$ cat src/rtl/quad_edge_emitter.sv
// Quad edge emitter.
// Buffers screen-space quads from the geometry stage in a small FIFO. Each
// quad is emitted as four edges, vertex k to vertex (k+1) mod 4, on a
// registered valid/ready output.
//
// Output handshake: an edge transfers on a rising edge where edge_valid and
// edge_ready are both 1. While edge_valid=1 and edge_ready=0, every edge_*
// output holds. edge_valid never waits on edge_ready, and edge_ready is
// ignored while edge_valid=0.
module quad_edge_emitter #(
   parameter int DEPTH = 4,
   parameter int XW    = 10
) (
   input  logic                         Clk,
   input  logic                         Reset,
   input  logic [3:0][1:0][XW-1:0]      ssVertices,
   input  logic [15:0]                  tuser_in,
   output logic                         edge_valid,
   input  logic                         edge_ready,
   output logic [XW-1:0]                edge_x0,
   output logic [XW-1:0]                edge_y0,
   output logic [XW-1:0]                edge_x1,
   output logic [XW-1:0]                edge_y1,
   output logic [14:0]                  edge_id,
   output logic [1:0]                   edge_idx,
   output logic                         edge_last,
   output logic                         edge_horiz,
   output logic [$clog2(DEPTH):0]       fifo_count,
   output logic                         overflow,
   output logic                         fsm_state
);

   localparam int AW = $clog2(DEPTH);
   localparam int CW = AW + 1;

   typedef logic [3:0][1:0][XW-1:0] quad_t;
   typedef enum logic {IDLE = 1'b0, EMIT = 1'b1} state_t;

   state_t      state, state_n;
   quad_t       mem_v  [DEPTH];
   logic [14:0] mem_id [DEPTH];
   logic [AW-1:0] wr_ptr, rd_ptr, rd_ptr_nxt;

   logic hs, pop, full, wr_req, wr_en, ovf_set, remain;
   quad_t       nxt_v, load_v;
   logic [14:0] nxt_id, load_id;
   logic        load;
   logic [1:0]  load_k, end_k;
   logic [XW-1:0] e_x0, e_y0, e_x1, e_y1;

   assign fsm_state = (state == EMIT);

   // FIFO control: a pop frees a slot in the same cycle, so full+write+pop
   // is accepted; a write into a full FIFO without a pop is dropped.
   always_comb begin
      hs         = edge_valid & edge_ready;
      pop        = hs & (edge_idx == 2'd3);
      full       = (fifo_count == CW'(DEPTH));
      wr_req     = tuser_in[15];
      wr_en      = wr_req & (~full | pop);
      ovf_set    = wr_req & full & ~pop;
      rd_ptr_nxt = rd_ptr + AW'(1);
      // After a pop with a single entry left, the only next quad is the one
      // being written right now, so it is forwarded straight from the input.
      if (fifo_count == CW'(1)) begin
         nxt_v  = ssVertices;
         nxt_id = tuser_in[14:0];
      end else begin
         nxt_v  = mem_v[rd_ptr_nxt];
         nxt_id = mem_id[rd_ptr_nxt];
      end
      remain = (fifo_count > CW'(1)) | wr_en;
   end

   // FIFO pointers, occupancy and sticky overflow flag.
   always_ff @(posedge Clk or posedge Reset) begin
      if (Reset) begin
         wr_ptr     <= '0;
         rd_ptr     <= '0;
         fifo_count <= '0;
         overflow   <= 1'b0;
      end else begin
         if (wr_en) wr_ptr <= wr_ptr + AW'(1);
         if (pop)   rd_ptr <= rd_ptr_nxt;
         fifo_count <= fifo_count + CW'(wr_en) - CW'(pop);
         if (ovf_set) overflow <= 1'b1;
      end
   end

   // FIFO storage; contents are don't-care while the count says empty.
   always_ff @(posedge Clk) begin
      if (!Reset && wr_en) begin
         mem_v[wr_ptr]  <= ssVertices;
         mem_id[wr_ptr] <= tuser_in[14:0];
      end
   end

   // Next state and which edge (if any) to load into the output registers.
   always_comb begin
      state_n = state;
      load    = 1'b0;
      load_k  = 2'd0;
      load_v  = mem_v[rd_ptr];
      load_id = mem_id[rd_ptr];
      case (state)
         IDLE: begin
            if (fifo_count != '0) begin
               state_n = EMIT;
               load    = 1'b1;
            end
         end
         EMIT: begin
            if (hs) begin
               if (edge_idx != 2'd3) begin
                  load   = 1'b1;
                  load_k = edge_idx + 2'd1;
               end else if (remain) begin
                  load    = 1'b1;
                  load_v  = nxt_v;
                  load_id = nxt_id;
               end else begin
                  state_n = IDLE;
               end
            end
         end
         default: state_n = IDLE;
      endcase
   end

   // Endpoint selection for the edge being loaded; the 2-bit add wraps 3->0.
   always_comb begin
      end_k = load_k + 2'd1;
      e_x0  = load_v[load_k][0];
      e_y0  = load_v[load_k][1];
      e_x1  = load_v[end_k][0];
      e_y1  = load_v[end_k][1];
   end

   // State register and registered edge outputs.
   always_ff @(posedge Clk or posedge Reset) begin
      if (Reset) begin
         state      <= IDLE;
         edge_valid <= 1'b0;
         edge_idx   <= 2'd0;
         edge_id    <= '0;
         edge_x0    <= '0;
         edge_y0    <= '0;
         edge_x1    <= '0;
         edge_y1    <= '0;
         edge_horiz <= 1'b0;
         edge_last  <= 1'b0;
      end else begin
         state      <= state_n;
         edge_valid <= (state_n == EMIT);
         if (load) begin
            edge_idx   <= load_k;
            edge_id    <= load_id;
            edge_x0    <= e_x0;
            edge_y0    <= e_y0;
            edge_x1    <= e_x1;
            edge_y1    <= e_y1;
            edge_horiz <= (e_y0 == e_y1);
            edge_last  <= (load_k == 2'd3);
         end
      end
   end

endmodule
$ cat config.mk
export PLATFORM = sky130hd
export DESIGN_NAME = quad_edge_emitter
export DESIGN_NICKNAME = d
export VERILOG_FILES = /design/src/rtl/quad_edge_emitter.sv
export SDC_FILE = /design/constraint.sdc
export NUM_CORES = 1
export LEC_CHECK = 0
export CORE_UTILIZATION = 55
export CTS_BUF_LIST = sky130_fd_sc_hd__clkbuf_8
export DETAILED_ROUTE_END_ITERATION = 10
export PLACE_DENSITY = 0.76
export SYNTH_ARGS = -nofsm -noshare
export SYNTH_HDL_FRONTEND = slang
export SYNTH_SLANG_ARGS = --single-unit
$ cat constraint.sdc
create_clock -name Clk -period 6.78 [get_ports Clk]
set_input_delay 0.678 -clock Clk [delete_from_list [all_inputs] [get_ports Clk]]
set_output_delay 0.678 -clock Clk [all_outputs]
set_load 0.1 [all_outputs]
==> impl_metrics.py <==
metrics = {
    "floorplan": {
        "coreArea_um2": 38830,
        "dieArea_um2": 40430,
        "rows": 72,
        "die_x_um": 201.1,
        "die_h_um": 201.1,
        "start_util": 0.5613,
        "io_pins": 164,
    },
    "power_and_ir_drop": {
        "power_density_nw_per_um2": 478.3,
        "total_leakage_power_nw": 8.530,
        "vdd_drop_max_mv": 0.5049,
        "finalPower_mw": 12.01,
    },
    "synthesis": {
        "ys_top_cells_by_count": "edfxtp_1, nand2_1, mux4_2",
        "ys_seq_area_frac": 0.6017,
        "yosys.area.top_type": "edfxtp_1",
        "ys.flop_type": "edfxtp_1",
        "synth_area_leaders": "edfxtp_1, mux4_2, dfrtp_1",
        "synth_area_um2": 21790,
        "synth_warnings": 0,
        "async_reset_ff_frac": 0.1518,
        "synth.most_common_cell": "edfxtp_1",
        "synth_edf_count": 380,
        "syn_nets": 1486,
        "synth.avg_cell_area_um2": 15.84,
        "synth_cell_types": 48,
        "synthCells": 1376,
        "yosys_register_bits": 448,
        "synth_top_area_share": 0.5236,
    },
    "run_status": {
        "status": "completed",
    },
    "worst_setup_path": {
        "cp.arrival_ps": 4970,
        "cp.required_ps": 7320,
        "startpoint_type": "flop",
        "reg2reg_slack_ps": 2350,
        "crit_path_end_kind": "flop",
        "critPathMaxFanout": 16,
        "critPathKind": "flop to flop",
    },
    "clock_network": {
        "cts_tree": "built",
        "cts.hold.buffers_added": 0,
        "clockBufferDepth": 3,
        "postCtsResizedCells": 0,
        "postCtsSetupBuffers": 0,
        "cts_buffers": 74,
        "clk-insertion-delay-late_ps": 620,
        "path_clk_slew_ps": 60,
        "clock_sinks": 448,
        "cts_htree_levels": 3,
        "root_buffer": "clkbuf_8",
    },
    "global_routing": {
        "grt_max_degree": 127,
        "grt_util_all_layers": 0.2633,
        "grt_pass1_wl_um": 80860,
        "antenna_found_initial": 4,
        "gr-total-overflow": 0,
        "grt_pass1_vias": 13910,
    },
    "detailed_routing": {
        "drc": 0,
        "viasPerCell": 6.325,
        "firstDrtPassIters": 5,
        "vias": 13310,
        "finalWirelength_um": 51830,
        "wire_per_inst_um": 24.62,
        "drt_iter0_markers": 1107,
        "ant_nets": 0,
    },
    "timing": {
        "setup_ws_ps": 2354,
        "setup_viol": 0,
        "period_share": 0.6528,
        "worst_pin_slew_ps": 1104,
        "finalCriticalPeriod_ps": 4426,
        "final-max-slew-violation-count": 0,
        "max_freq_mhz": 225.9,
        "final.setup.tns_ps": 0,
        "fin_skew_ps": 30.57,
        "relSlewSlack": 0.2615,
        "hold_viol_final": 0,
        "rsz0062_at_grt": "false",
    },
    "placed_design": {
        "dp_hpwl_um": 32200,
        "gpl.final_weighted_congestion": 0.8614,
        "io_buffers": 163,
        "post-place-ws_ps": 1929,
    },
    "final_layout": {
        "fillers": 2725,
        "areaGrowthSynthToFinish_pct": 15.16,
        "fin_nets": 1640,
        "final_layout_size_suffix_gt1_frac": 0.2293,
    },
    "run": {
        "cap_viol_max_count": 0,
    },
    "min_path": {
        "hold_path_class": "flop to flop",
    },
}
registers in the layout (all words and copies together) (netlist names):
name        count
mem_v         320
mem_id         60
edge_id        15
edge_x0        10
edge_x1        10
edge_y0        10
edge_y1        10
fifo_count      3
edge_idx        2
rd_ptr          2
wr_ptr          2
edge_horiz      1
edge_last       1
fsm_state       1
overflow        1
routing by layer:
metal / wire [µm] / share of wire / track usage
met5: 18 / 0.00035 / 0
met4: 1241 / 0.024 / 0.09297
met3: 3877 / 0.075 / 0.05519
met1: 20160 / 0.39 / 0.3407
met2: 26530 / 0.51 / 0.4438
final timing paths:
check | start | end | cells past startpoint
worst max-delay path | edge_idx[0]$_DFFE_PP0P_ | edge_horiz$_DFFE_PP0P_ | 11
worst min-delay path | edge_id[4]$_DFFE_PP0P_ | edge_id[4]$_DFFE_PP0P_ | 2
worst max register to register | edge_idx[0]$_DFFE_PP0P_ | edge_horiz$_DFFE_PP0P_ | 11
worst min register to register | edge_id[4]$_DFFE_PP0P_ | edge_id[4]$_DFFE_PP0P_ | 2
max in group asynchronous | Reset | rd_ptr[0]$_DFFE_PP0P_ | 3
min in group asynchronous | Reset | fifo_count[2]$_DFF_PP0_ | 2
critical path, stage by stage, from the launching register on:
cell	delay (ps)
dfrtp_1	390
ha_1	220
nand4bb_1	140
buf_4	290
clkinv_1	610
ha_1	970
nand2_1	450
o32ai_1	380
nor2_1	110
xor2_1	170
nor4_1	380
a32o_1	220
through the flow:
stage / instance area [µm²] / hold slack [ps] / util / cells
floorplan: 21790 / 498.0 / - / 1376
global placement: 23710 / 462.2 / 0.6108 / 1972
detailed placement: 23710 / 470.5 / 0.6108 / 1972
CTS: 25090 / 483.4 / 0.6461 / 2101
global route: 25090 / 499.3 / 0.6462 / 2102
finish: 25100 / 475.1 / 0.6464 / 2105
power breakdown:
group | leakage [nW] | switching (mW) | internal [mW]
clock network | 0.796 | 1.05 | 1.18
registers | 4.27 | 0.400 | 3.47
logic | 3.46 | 3.57 | 2.33
final cells by class:
| type | count | area (µm²) | area share |
|---|---|---|---|
| timing repair buffer | 182 | 1812 | 0.07219 |
| sequential | 448 | 13120 | 0.5228 |
| inverter | 12 | 45.04 | 0.001795 |
| multi-input combinational | 812 | 8089 | 0.3223 |
| antenna | 4 | 10.01 | 0.0003988 |
| clock inverter | 47 | 245.2 | 0.009771 |
| tap | 518 | 648.1 | 0.02582 |
| clock buffer | 82 | 1129 | 0.04497 |
cells in the final DEF (no fill, tap or decap), drive strengths merged, types with 2 or more instances in the layout:
cell / count
or3: 2
mux4: 206
o211ai: 4
xor2: 7
ha: 10
nand3: 5
dfrtp: 68
xnor2: 7
nor2: 37
nand2b: 3
bufinv: 2
clkdlybuf4s50: 163
and3: 19
mux2: 30
buf: 19
edfxtp: 380
inv: 36
nand2: 212
clkinvlp: 2
clkbuf: 82
and2: 5
o32ai: 13
diode: 4
a21o: 4
clkinv: 19
o32a: 3
nor4: 3
mux2i: 28
o21ai: 69
a21oi: 111
o22ai: 19
a211o: 3
cell families after synthesis:
| kind of cell | share of synthesized area |
|---|---|
| AO/OA/AOI/OAI | 0.05988 |
| XOR/XNOR | 0.005626 |
| adder cells (fa/ha/maj) | 0.006660 |
| buffers and inverters | 0.02830 |
| flip-flops | 0.6017 |
| multiplexers | 0.2420 |
| AND/OR/NAND/NOR | 0.05586 |
Power figures use the tool's default switching activity.
